File: config.mk
export PLATFORM = sky130hd
export DESIGN_NAME = keypad_entry
export DESIGN_NICKNAME = d
export VERILOG_FILES = /design/src/rtl/keypad_entry.sv
export SDC_FILE = /design/constraint.sdc
export NUM_CORES = 1
export LEC_CHECK = 0
export CAP_MARGIN = 10
export CELL_PAD_IN_SITES_DETAIL_PLACEMENT = 0
export CELL_PAD_IN_SITES_GLOBAL_PLACEMENT = 2
export CORE_ASPECT_RATIO = 0.5
export CORE_MARGIN = 2
export CORE_UTILIZATION = 38
export CTS_CLUSTER_SIZE = 20
export DETAILED_ROUTE_END_ITERATION = 10
export PLACE_DENSITY_LB_ADDON = 0.1
export SETUP_SLACK_MARGIN = 0.02
export SLEW_MARGIN = 20
export SYNTH_ARGS = -nofsm -noshare
export SYNTH_HDL_FRONTEND = slang
export SYNTH_SLANG_ARGS = --single-unit
File: constraint.sdc
create_clock -name clk -period 6.9 [get_ports clk]
set_clock_uncertainty 0.2 [all_clocks]
set_input_delay 1.035 -clock clk [delete_from_list [all_inputs] [get_ports clk]]
set_output_delay 1.035 -clock clk [all_outputs]
set_load 0.05 [all_outputs]
File: src/rtl/keypad_entry.sv
// keypad_entry: debounces raw keypad scanner codes into single-shot key events, collects up to
// four decimal digits, commits them on '#' and checks the entry against ARM_CODE.
//
// Ports:
//   clk           system clock (48 MHz)
//   reset_n       synchronous, active-low reset
//   key           scanner code: 5'h10..5'h19 digits 0..9, 5'h1A '*', 5'h1B '#', else no key
//   key_event     one-cycle pulse per accepted press
//   key_code      key[3:0] of the last accepted press
//   digits        BCD entry, newest digit in [3:0]
//   ndigits       number of digits entered (0..4)
//   value         binary value of the entry (0..9999)
//   commit        one-cycle pulse when '#' is accepted
//   commit_value  value captured at the last commit
//   code_ok       pulse with commit when the entry matches ARM_CODE
//   code_bad      pulse with commit when the entry does not match
//   timeout       one-cycle pulse when a partial entry is discarded for inactivity
module keypad_entry #(
    parameter int unsigned DEBOUNCE_CYCLES = 48000,
    parameter int unsigned TIMEOUT_CYCLES  = 480000000,
    parameter logic [15:0] ARM_CODE        = 16'h1234
) (
    input  logic        clk,
    input  logic        reset_n,
    input  logic [4:0]  key,
    output logic        key_event,
    output logic [3:0]  key_code,
    output logic [15:0] digits,
    output logic [2:0]  ndigits,
    output logic [13:0] value,
    output logic        commit,
    output logic [13:0] commit_value,
    output logic        code_ok,
    output logic        code_bad,
    output logic        timeout
);

    localparam logic [19:0] DebMax = 20'(DEBOUNCE_CYCLES);
    localparam logic [31:0] TmoMax = 32'(TIMEOUT_CYCLES);

    typedef enum logic [0:0] {StIdle, StHeld} state_e;

    state_e      state_q, state_d;
    logic [4:0]  key_q, key_d;
    logic [19:0] cnt_q, cnt_d;
    logic [31:0] tmo_q, tmo_d;
    logic        key_event_q, key_event_d;
    logic [3:0]  key_code_q, key_code_d;
    logic [15:0] digits_q, digits_d;
    logic [2:0]  ndigits_q, ndigits_d;
    logic [13:0] value_q, value_d;
    logic        commit_q, commit_d;
    logic [13:0] commit_value_q, commit_value_d;
    logic        code_ok_q, code_ok_d;
    logic        code_bad_q, code_bad_d;
    logic        timeout_q, timeout_d;

    logic        stable;
    logic        fire;

    always_comb begin
        state_d        = state_q;
        tmo_d          = tmo_q;
        key_event_d    = 1'b0;
        key_code_d     = key_code_q;
        digits_d       = digits_q;
        ndigits_d      = ndigits_q;
        value_d        = value_q;
        commit_d       = 1'b0;
        commit_value_d = commit_value_q;
        code_ok_d      = 1'b0;
        code_bad_d     = 1'b0;
        timeout_d      = 1'b0;

        // Unrecognised scanner codes look exactly like "no key".
        key_d = (key >= 5'h10 && key <= 5'h1B) ? key : 5'h00;

        if (key_d != key_q) begin
            cnt_d = '0;
        end else if (cnt_q == DebMax) begin
            cnt_d = cnt_q;
        end else begin
            cnt_d = cnt_q + 20'd1;
        end

        // Judged on the count being written this edge so the event lands one cycle after
        // key_q has held for DEBOUNCE_CYCLES cycles.
        stable = (cnt_d == DebMax);
        fire   = (state_q == StIdle) && stable && (key_q != 5'h00);

        unique case (state_q)
            StIdle: if (fire) state_d = StHeld;
            StHeld: if (stable && key_q == 5'h00) state_d = StIdle;
            default: state_d = StIdle;
        endcase

        if (fire) begin
            key_event_d = 1'b1;
            key_code_d  = key_q[3:0];
            tmo_d       = '0;
            if (key_q[3:0] <= 4'd9) begin
                if (ndigits_q < 3'd4) begin
                    digits_d  = {digits_q[11:0], key_q[3:0]};
                    value_d   = (value_q << 3) + (value_q << 1) + {10'd0, key_q[3:0]};
                    ndigits_d = ndigits_q + 3'd1;
                end
            end else if (key_q[3:0] == 4'hA) begin
                digits_d  = '0;
                value_d   = '0;
                ndigits_d = '0;
            end else begin
                commit_d       = 1'b1;
                commit_value_d = value_q;
                if (ndigits_q == 3'd4 && digits_q == ARM_CODE) begin
                    code_ok_d = 1'b1;
                end else begin
                    code_bad_d = 1'b1;
                end
                digits_d  = '0;
                value_d   = '0;
                ndigits_d = '0;
            end
        end else if (ndigits_q != 3'd0) begin
            // An event in the same cycle takes the branch above, suppressing the timeout.
            if (tmo_q + 32'd1 == TmoMax) begin
                timeout_d = 1'b1;
                tmo_d     = '0;
                digits_d  = '0;
                value_d   = '0;
                ndigits_d = '0;
            end else begin
                tmo_d = tmo_q + 32'd1;
            end
        end
    end

    always_ff @(posedge clk) begin
        if (!reset_n) begin
            state_q        <= StIdle;
            key_q          <= '0;
            cnt_q          <= '0;
            tmo_q          <= '0;
            key_event_q    <= 1'b0;
            key_code_q     <= '0;
            digits_q       <= '0;
            ndigits_q      <= '0;
            value_q        <= '0;
            commit_q       <= 1'b0;
            commit_value_q <= '0;
            code_ok_q      <= 1'b0;
            code_bad_q     <= 1'b0;
            timeout_q      <= 1'b0;
        end else begin
            state_q        <= state_d;
            key_q          <= key_d;
            cnt_q          <= cnt_d;
            tmo_q          <= tmo_d;
            key_event_q    <= key_event_d;
            key_code_q     <= key_code_d;
            digits_q       <= digits_d;
            ndigits_q      <= ndigits_d;
            value_q        <= value_d;
            commit_q       <= commit_d;
            commit_value_q <= commit_value_d;
            code_ok_q      <= code_ok_d;
            code_bad_q     <= code_bad_d;
            timeout_q      <= timeout_d;
        end
    end

    assign key_event    = key_event_q;
    assign key_code     = key_code_q;
    assign digits       = digits_q;
    assign ndigits      = ndigits_q;
    assign value        = value_q;
    assign commit       = commit_q;
    assign commit_value = commit_value_q;
    assign code_ok      = code_ok_q;
    assign code_bad     = code_bad_q;
    assign timeout      = timeout_q;

endmodule
==> flow_summary.json, run 1 <==
{
  "outcome": "finished clean",
  "grt_start_max_net_pins": 31,
  "yosysMostFrequentCell": "dfxtp_1",
  "first_global_vias": 4918,
  "synth_xor_area_frac": 0.09085,
  "core_um2": 16270,
  "dieArea_um2": 17590,
  "htreeDepth": 4,
  "cts.clk_slew.worst_paths_ns": 0.05,
  "cts.sinks": 113,
  "dpl.hpwl_mm": 11.54,
  "period_share": 0.6579,
  "postRouteAntennaNets": 0,
  "drcViolationCount": 0,
  "yosysWarnings": 0,
  "io_pins": 63,
  "synth_compound_area_frac": 0.1324,
  "drive_above_1_share": 0.07523,
  "synth_cell_types": 73,
  "ctsHoldBuffers": 0,
  "ir_drop_uv": 173.0,
  "synth_top_area_frac": 0.3610,
  "cp_max_fo": 26,
  "area_growth_syn_to_layout_pct": 21.47,
  "synthAdderAreaFrac": 0.06030,
  "drt_first_pass_iters": 5,
  "min_path_type": "reg2reg",
  "synth_top_family_by_area": "simple AND/OR/NAND/NOR gates",
  "fin_area_um2": 7611,
  "antenna_found_initial": 0,
  "cts_tree": "done",
  "yosys.area_share.simple": 0.2861,
  "pre_cts_ws_ns": 1.912,
  "power_density_nw_per_um2": 209.3,
  "track_usage": 0.1912,
  "start_util": 0.3852,
  "fin_ws_ns": 2.361,
  "slowest_delay_ns": 0.74,
  "synth_area_per_cell_um2": 8.850,
  "tns_ns": 0,
  "final_nets": 794,
  "netlist_instances": 708,
  "syn_area_um2": 6266,
  "slowest_stage": "or4b_1",
  "grt.overflow.total": 0,
  "rsz0062_at_grt": "no",
  "synth_top_cells_by_area": "dfxtp_1 (36%), ha_1 (5.4%), nor2_1 (5.3%)",
  "synth_seq_cells": 113,
  "crit_required_ns": 6.97,
  "setup_viol": 0,
  "drv_cap": 0,
  "min_period_ns": 4.539,
  "numCtsBuffers": 17,
  "synth.area.mux_share": 0.03255,
  "arrival_ns": 4.61,
  "die_y_um": 94.80,
  "detail_route.wl_per_cell_um": 15.98,
  "tightestPinTransition_ns": 0.9244,
  "vias": 5215,
  "via_per_inst": 5.225,
  "yosysTopAreaCell": "dfxtp_1",
  "die_x_um": 185.6,
  "cts_resized": 0,
  "finalHoldViolCount": 0,
  "synth_commonest_cells": "dfxtp_1 (113), nor2_1 (89), nand2_1 (51), xnor2_1 (36), a22o_1 (30)",
  "clock_latency_ns": 0.41,
  "postCtsSetupRepairBufs": 0,
  "end_kind": "flop",
  "port_buffers": 62,
  "ys_seq_area_frac": 0.3610,
  "placedInstanceArea_um2": 7012,
  "dr.first_iter.drc_count": 261,
  "syn_nets": 744,
  "crit_path_start_kind": "input pin",
  "synth_edf_count": 0,
  "fmax_ghz": 0.2203,
  "crit_chain": "clkdlybuf4s50_1 > a21boi_1 > mux2_2 > o21ai_0 > o211ai_1 > or4b_1 > nand2_4 > or2_1 > a22oi_1",
  "place.gp.congestion": 0.8003,
  "diodes": 0,
  "clock_path_buffers": 2,
  "row_count": 33,
  "final_core_util": 0.4679,
  "wl_mm": 15.95,
  "finalPower_mw": 1.593,
  "synthArstFlopShare": 0,
  "root_buffer": "clkbuf_16",
  "relSlewSlack": 0.3819,
  "ys.flop_type": "dfxtp_1",
  "leakagePower_nw": 2.846,
  "path_class": "in2reg",
  "n_fill_cell": 1645,
  "grt_pass1_wl_mm": 26.12,
  "drv_slew": 0
}
[power by group]
part	internal (mW)	leakage, nW	switching, mW
Combinational	0.0131	1.65	0.0236
Clock	0.586	0.283	0.310
Sequential	0.655	0.911	0.00487
Total	1.25	2.85	0.339
[cell usage in the layout (no fill, tap or decap), types with 5 or more instances in the layout]
cell type / netlist / final
and3_1: 13 / 13
nor3_1: 23 / 23
a21oi_1: 21 / 21
xnor2_1: 36 / 36
nor2_1: 89 / 89
o21ai_0: 15 / 15
xor2_1: 29 / 29
nand2_1: 51 / 51
nand4_1: 24 / 24
nand3_1: 27 / 27
inv_1: 17 / 17
dfxtp_1: 113 / 113
a21o_1: 6 / 6
or2_2: 7 / 7
clkbuf_16: 0 / 17
ha_1: 27 / 27
a22o_1: 30 / 30
nor4_1: 5 / 5
o31ai_1: 6 / 6
nor4b_1: 5 / 5
or3_1: 5 / 5
nor2b_1: 7 / 7
and4_1: 11 / 11
clkdlybuf4s50_1: 0 / 62
nand2b_1: 7 / 7
and2_1: 9 / 9
mux2i_1: 17 / 17
[worst max-delay path: cells and delay by family]
kind,cells,cell delay (ns)
AOI/OAI and AO/OA,4,1.16
buffers and inverters,1,0.47
and+or+nand+nor,3,1.54
muxes,1,0.39
[final timing paths]
check,endpoint,startpoint,depth (start not counted),slack [ns]
setup / recovery,ndigits[2],key[2],9,2.36
hold / removal,key_code[3],key_code[3],2,0.27
setup reg to reg,ndigits[2],cnt_q[1],9,2.75
hold reg to reg,key_code[3],key_code[3],2,0.27
[registers in the layout, summed over array words and instances (netlist names), 3 cells and up, named ones only]
name,count
key_code,4
key_q,5
value,13
cnt_q,20
ndigits,3
tmo_q,32
digits,16
commit_value,14
[routing by layer]
metal	GRT usage	up-vias	part of all wire
met5	0	-	0
met4	0.05249	0	0.012
met3	0.04319	16	0.022
met2	0.3265	44	0.49
met1	0.2444	2488	0.48
li1	-	2667	-
[cell type report]
| cell class | count | area (um^2) | area share |
|---|---|---|---|
| multi-input combinational | 546 | 3774 | 0.4958 |
| tap | 227 | 284.0 | 0.03732 |
| timing repair buffer | 63 | 628.1 | 0.08253 |
| clock inverter | 9 | 131.4 | 0.01726 |
| clock buffer | 23 | 467.9 | 0.06148 |
| inverter | 17 | 63.81 | 0.008384 |
| sequential | 113 | 2262 | 0.2972 |
[metrics by stage]
| step | std cells | hold slack [ns] |
|---|---|---|
| 6_report | 998 | 0.2688 |
| 5_1_grt | 998 | 0.2834 |
| 4_1_cts | 998 | 0.2636 |
| 3_5_place_dp | 966 | 0.2564 |
| 3_3_place_gp | 966 | 0.2620 |
| 2_1_floorplan | 708 | 0.2539 |
[logic make-up (layout without fill, tap and decap cells)]
logic type,Yosys count,in the layout
mux,20,20
compound gates,111,111
xor+xnor,65,65
fa+ha+maj,29,29
flops,113,113
simple gates,321,321
buf+inv,49,112
Power figures use the tool's default switching activity.
==> inputs of run 2 (changes only) <==
CORE_UTILIZATION = 32   (was 38)
clock period = 4.05 ns   (was 6.9 ns; I/O delays follow)
==> flow_summary.json, run 2 (same netlist as run 1, synthesis figures left out) <==
{
  "power_density_nw_per_um2": 344.6,
  "drt-met1-wl_mm": 8.441,
  "crit_buf_inv": 0,
  "dieArea_um2": 20790,
  "tns_ns": 0,
  "leakagePower_nw": 2.929,
  "finalPower_mw": 2.681,
  "drv_slew": 0,
  "ir_drop_uv": 263.5,
  "relSlewSlack": 0.4710,
  "vias": 5232,
  "drive_above_1_share": 0.1003,
  "via_per_inst": 4.964,
  "antenna_found_initial": 0,
  "n_fill_cell": 1934,
  "end_kind": "flop",
  "arrival_ns": 3.68,
  "final_nets": 811,
  "cts_resized": 0,
  "numCtsBuffers": 17,
  "top_layer_used": "met4",
  "tightestPinTransition_ns": 0.7919,
  "critical_path.top_delay_family": "simple AND/OR/NAND/NOR gates",
  "fmax_ghz": 0.2806,
  "top_register": "tmo_q",
  "wl_met2_mm": 7.860,
  "layout_common_cells": "dfxtp_1 (113), nor2_1 (89), clkdlybuf4s50_1 (62), nand2_1 (51), xnor2_1 (36)",
  "place.gp.congestion": 0.7701,
  "min_path_type": "reg2reg",
  "crit_chain": "ha_1 > nand3_4 > or4_4 > a2111o_1 > a22o_1 > and4b_1 > and4_4 > o21ai_4 > mux2_2",
  "clock_path_buffers": 2,
  "rsz0062_at_grt": "no",
  "largest_reg_flops": 32,
  "clock_latency_ns": 0.43,
  "cts.sinks": 113,
  "grt_pass1_wl_mm": 27.77,
  "ctsHoldBuffers": 0,
  "die_x_um": 201.9,
  "slowest_stage": "or4_4",
  "min_period_ns": 3.563,
  "cts_tree": "done",
  "root_buffer": "clkbuf_16",
  "slowest_delay_ns": 0.59,
  "grt_start_max_net_pins": 31,
  "first_global_vias": 5062,
  "finalHoldViolCount": 0,
  "wl_met3_um": 458,
  "multi_input_area_um2": 3774,
  "core_um2": 19320,
  "postRouteAntennaNets": 0,
  "dr.first_iter.drc_count": 215,
  "postCtsSetupRepairBufs": 0,
  "detail_route.wl_per_cell_um": 16.05,
  "regArea_um2": 2262,
  "drv_cap": 0,
  "cp_max_fo": 30,
  "track_usage": 0.1723,
  "fin_ws_ns": 0.4866,
  "io_pins": 63,
  "crit_path_start_kind": "flop",
  "diodes": 0,
  "die_y_um": 103.0,
  "area_growth_syn_to_layout_pct": 24.18,
  "htreeDepth": 4,
  "dpl.hpwl_mm": 12.33,
  "outcome": "finished clean",
  "cts.clk_slew.worst_paths_ns": 0.06,
  "port_buffers": 62,
  "grt.overflow.total": 0,
  "start_util": 0.3243,
  "period_share": 0.8798,
  "setup_viol": 0,
  "row_count": 36,
  "crit_required_ns": 4.16,
  "drt_first_pass_iters": 4,
  "path_class": "reg2reg",
  "pre_cts_ws_ns": 0.2490,
  "wl_mm": 16.92,
  "drcViolationCount": 0,
  "layout_commonest_cell": "dfxtp_1"
}
[run 2: cell count changes in the layout (fill, tap and decap cells not counted)]
| cell | change |
|---|---|
| buf_4 | +16 |
| clkbuf_1 | -4 |
| clkinv_2 | +3 |
| clkinv_4 | +2 |
| buf_12 | +1 |
| bufinv_16 | -1 |
| clkbuf_8 | -1 |
| clkinvlp_4 | +1 |
[run 2: layout make-up]
class                           count  share of cell area
Timing Repair Buffer               80             0.09873
Clock inverter                     14             0.01817
Multi-Input combinational cell    546              0.4850
Clock buffer                       18             0.05644
Sequential cell                   113              0.2907
Tap cell                          266             0.04277
Inverter                           17            0.008201
[run 2: stage by stage]
step | hold slack (ns) | utilization | std cells | cell area [um^2]
2_1_floorplan | 0.2539 | - | 708 | 6266
3_3_place_gp | 0.2422 | 0.3726 | 1022 | 7201
3_5_place_dp | 0.2440 | 0.3726 | 1022 | 7201
4_1_cts | 0.2520 | 0.4027 | 1054 | 7781
5_1_grt | 0.2687 | 0.4027 | 1054 | 7781
6_report | 0.2520 | 0.4027 | 1054 | 7781
[run 2: per-layer routing]
metal,GRT usage,vias up
li1,-,2698
met1,0.2212,2471
met2,0.2916,52
met3,0.04014,11
met4,0.05260,0
met5,0,-
[run 2: tightest hold or removal path, stage by stage, from the launching register on]
cell and delay, ns:
dfxtp_1 0.30, nand2_1 0.05, a21oi_1 0.05
[run 2: worst paths after layout]
path                from          end  slack [ns]  cells past startpoint
min          key_code[2]  key_code[2]        0.25                      2
min reg2reg  key_code[2]  key_code[2]        0.25                      2
max reg2reg     tmo_q[0]   ndigits[0]        0.49                      9
max             tmo_q[0]   ndigits[0]        0.49                      9
[run 2: power breakdown]
group          total (mW)  internal [mW]  leakage (nW)  switching [mW]
combinational      0.0725         0.0282          1.74          0.0442
clock                1.49          0.916         0.277           0.570
sequential           1.12           1.12         0.911         0.00738
==> inputs of run 3 (changes only) <==
PLACE_DENSITY = 0.81   (was unset)
PLACE_DENSITY_LB_ADDON = unset   (was 0.1)
SKIP_LAST_GASP = 1   (was unset)
==> flow_summary.json, run 3 (same netlist as run 1, synthesis figures left out) <==
{
  "outcome": "finished clean",
  "cts.sinks": 113,
  "reg2reg_slack_ns": 0.48,
  "wl_met3_um": 444,
  "grt.overflow.total": 0,
  "final_nets": 810,
  "track_usage": 0.1621,
  "setup_viol": 0,
  "layout_commonest_cell": "dfxtp_1",
  "min_period_ns": 3.571,
  "relSlewSlack": 0.4725,
  "ir_drop_uv": 301.1,
  "die_x_um": 201.9,
  "cp_max_fo": 30,
  "die_y_um": 103.0,
  "cts_tree": "done",
  "diodes": 0,
  "drt_first_pass_iters": 5,
  "drive_above_1_share": 0.09403,
  "vias": 5333,
  "root_buffer": "clkbuf_16",
  "dpl.hpwl_mm": 12.12,
  "antenna_found_initial": 0,
  "io_pins": 63,
  "crit_path_start_kind": "flop",
  "min_path_type": "reg2reg",
  "grt_pass1_wl_mm": 26.95,
  "arrival_ns": 3.67,
  "layout.cells.non_filler": 1053,
  "fmax_ghz": 0.2800,
  "postCtsSetupRepairBufs": 0,
  "start_util": 0.3243,
  "clock_latency_ns": 0.41,
  "wl_met2_mm": 7.797,
  "top_register": "tmo_q",
  "placed_cells": 1021,
  "tightestPinTransition_ns": 0.7883,
  "dieArea_um2": 20790,
  "end_kind": "flop",
  "cts.clk_slew.worst_paths_ns": 0.06,
  "drv_slew": 0,
  "htreeDepth": 4,
  "core_um2": 19320,
  "dr.first_iter.drc_count": 254,
  "clock_path_buffers": 2,
  "grt_start_max_net_pins": 31,
  "layout_common_cells": "dfxtp_1 (113), nor2_1 (89), clkdlybuf4s50_1 (62), nand2_1 (51), xnor2_1 (36)",
  "crit_required_ns": 4.15,
  "drt-met1-wl_mm": 8.208,
  "numCtsBuffers": 17,
  "rsz0062_at_grt": "no",
  "finalHoldViolCount": 0,
  "period_share": 0.8818,
  "first_global_vias": 5055,
  "drcViolationCount": 0,
  "area_growth_syn_to_layout_pct": 24.58,
  "top_layer_used": "met4",
  "place.gp.congestion": 0.8222,
  "row_count": 36,
  "detail_route.wl_per_cell_um": 15.70,
  "wl_mm": 16.53,
  "n_fill_cell": 1962,
  "rr_worst_depth": 9,
  "via_per_inst": 5.065,
  "tns_ns": 0,
  "ctsHoldBuffers": 0,
  "path_class": "reg2reg",
  "port_buffers": 62,
  "leakagePower_nw": 2.941,
  "hold-path-cell-count": 2,
  "cts_resized": 0,
  "drv_cap": 0,
  "power_density_nw_per_um2": 357.0,
  "postRouteAntennaNets": 0,
  "largest_reg_flops": 32
}
-- run 3: changes by cell type in the layout (fill, tap and decap cells not counted), sizes merged --
cell	before	now
clkbuf	18	22
bufinv	2	4
clkinv	8	4
clkinvlp	4	2
buf	18	17
-- run 3: final timing paths --
kind | from | end
worst min register to register | key_code[3] | key_code[3]
worst max-delay path | cnt_q[0] | ndigits[0]
worst max register to register | cnt_q[0] | ndigits[0]
worst min-delay path | key_code[3] | key_code[3]
-- run 3: critical path, stage by stage (launching register included) --
cell and delay, ns:
dfxtp_1 0.41, ha_1 0.34, or3_1 0.39, a21o_1 0.23
a2111oi_4 0.38, nand4_1 0.22, or4b_1 0.59, nand2_4 0.13
o21ai_4 0.23, mux2_2 0.34
-- run 3: power by group --
part / leakage [nW] / internal, mW / switching, mW
logic: 1.74 / 0.0272 / 0.0435
registers: 0.911 / 1.12 / 0.00872
clock network: 0.294 / 1.04 / 0.547
total: 2.94 / 2.19 / 0.600
-- run 3: final cells by class --
| class | instances | area (um^2) | share of cell area |
|---|---|---|---|
| multi-input combinational | 546 | 3774 | 0.4834 |
| inverter | 17 | 63.81 | 0.008174 |
| tap | 266 | 332.8 | 0.04263 |
| sequential | 113 | 2262 | 0.2898 |
| clock buffer | 22 | 454.2 | 0.05818 |
| timing repair buffer | 79 | 760.7 | 0.09745 |
| clock inverter | 10 | 158.9 | 0.02036 |
-- run 3: layer usage --
| layer | GRT usage | vias to the layer above |
|---|---|---|
| li1 | - | 2688 |
| met4 | 0.03224 | 0 |
| met3 | 0.03445 | 9 |
| met1 | 0.2176 | 2571 |
| met5 | 0 | - |
| met2 | 0.2720 | 65 |
-- run 3: through the flow --
stage                     setup slack [ns]  utilization  hold WS [ns]  power (mW)  cell area, um^2
after CTS                           0.4676       0.4040        0.2657       2.812             7806
after global placement              0.2838       0.3722        0.2532       1.218             7193
after global routing                0.2301       0.4040        0.2945       2.882             7806
final                               0.4787       0.4040        0.2578       2.787             7806
after floorplan                     0.7091            -        0.2539       1.191             6266
after detailed placement            0.1913       0.3722        0.2576       1.219             7193
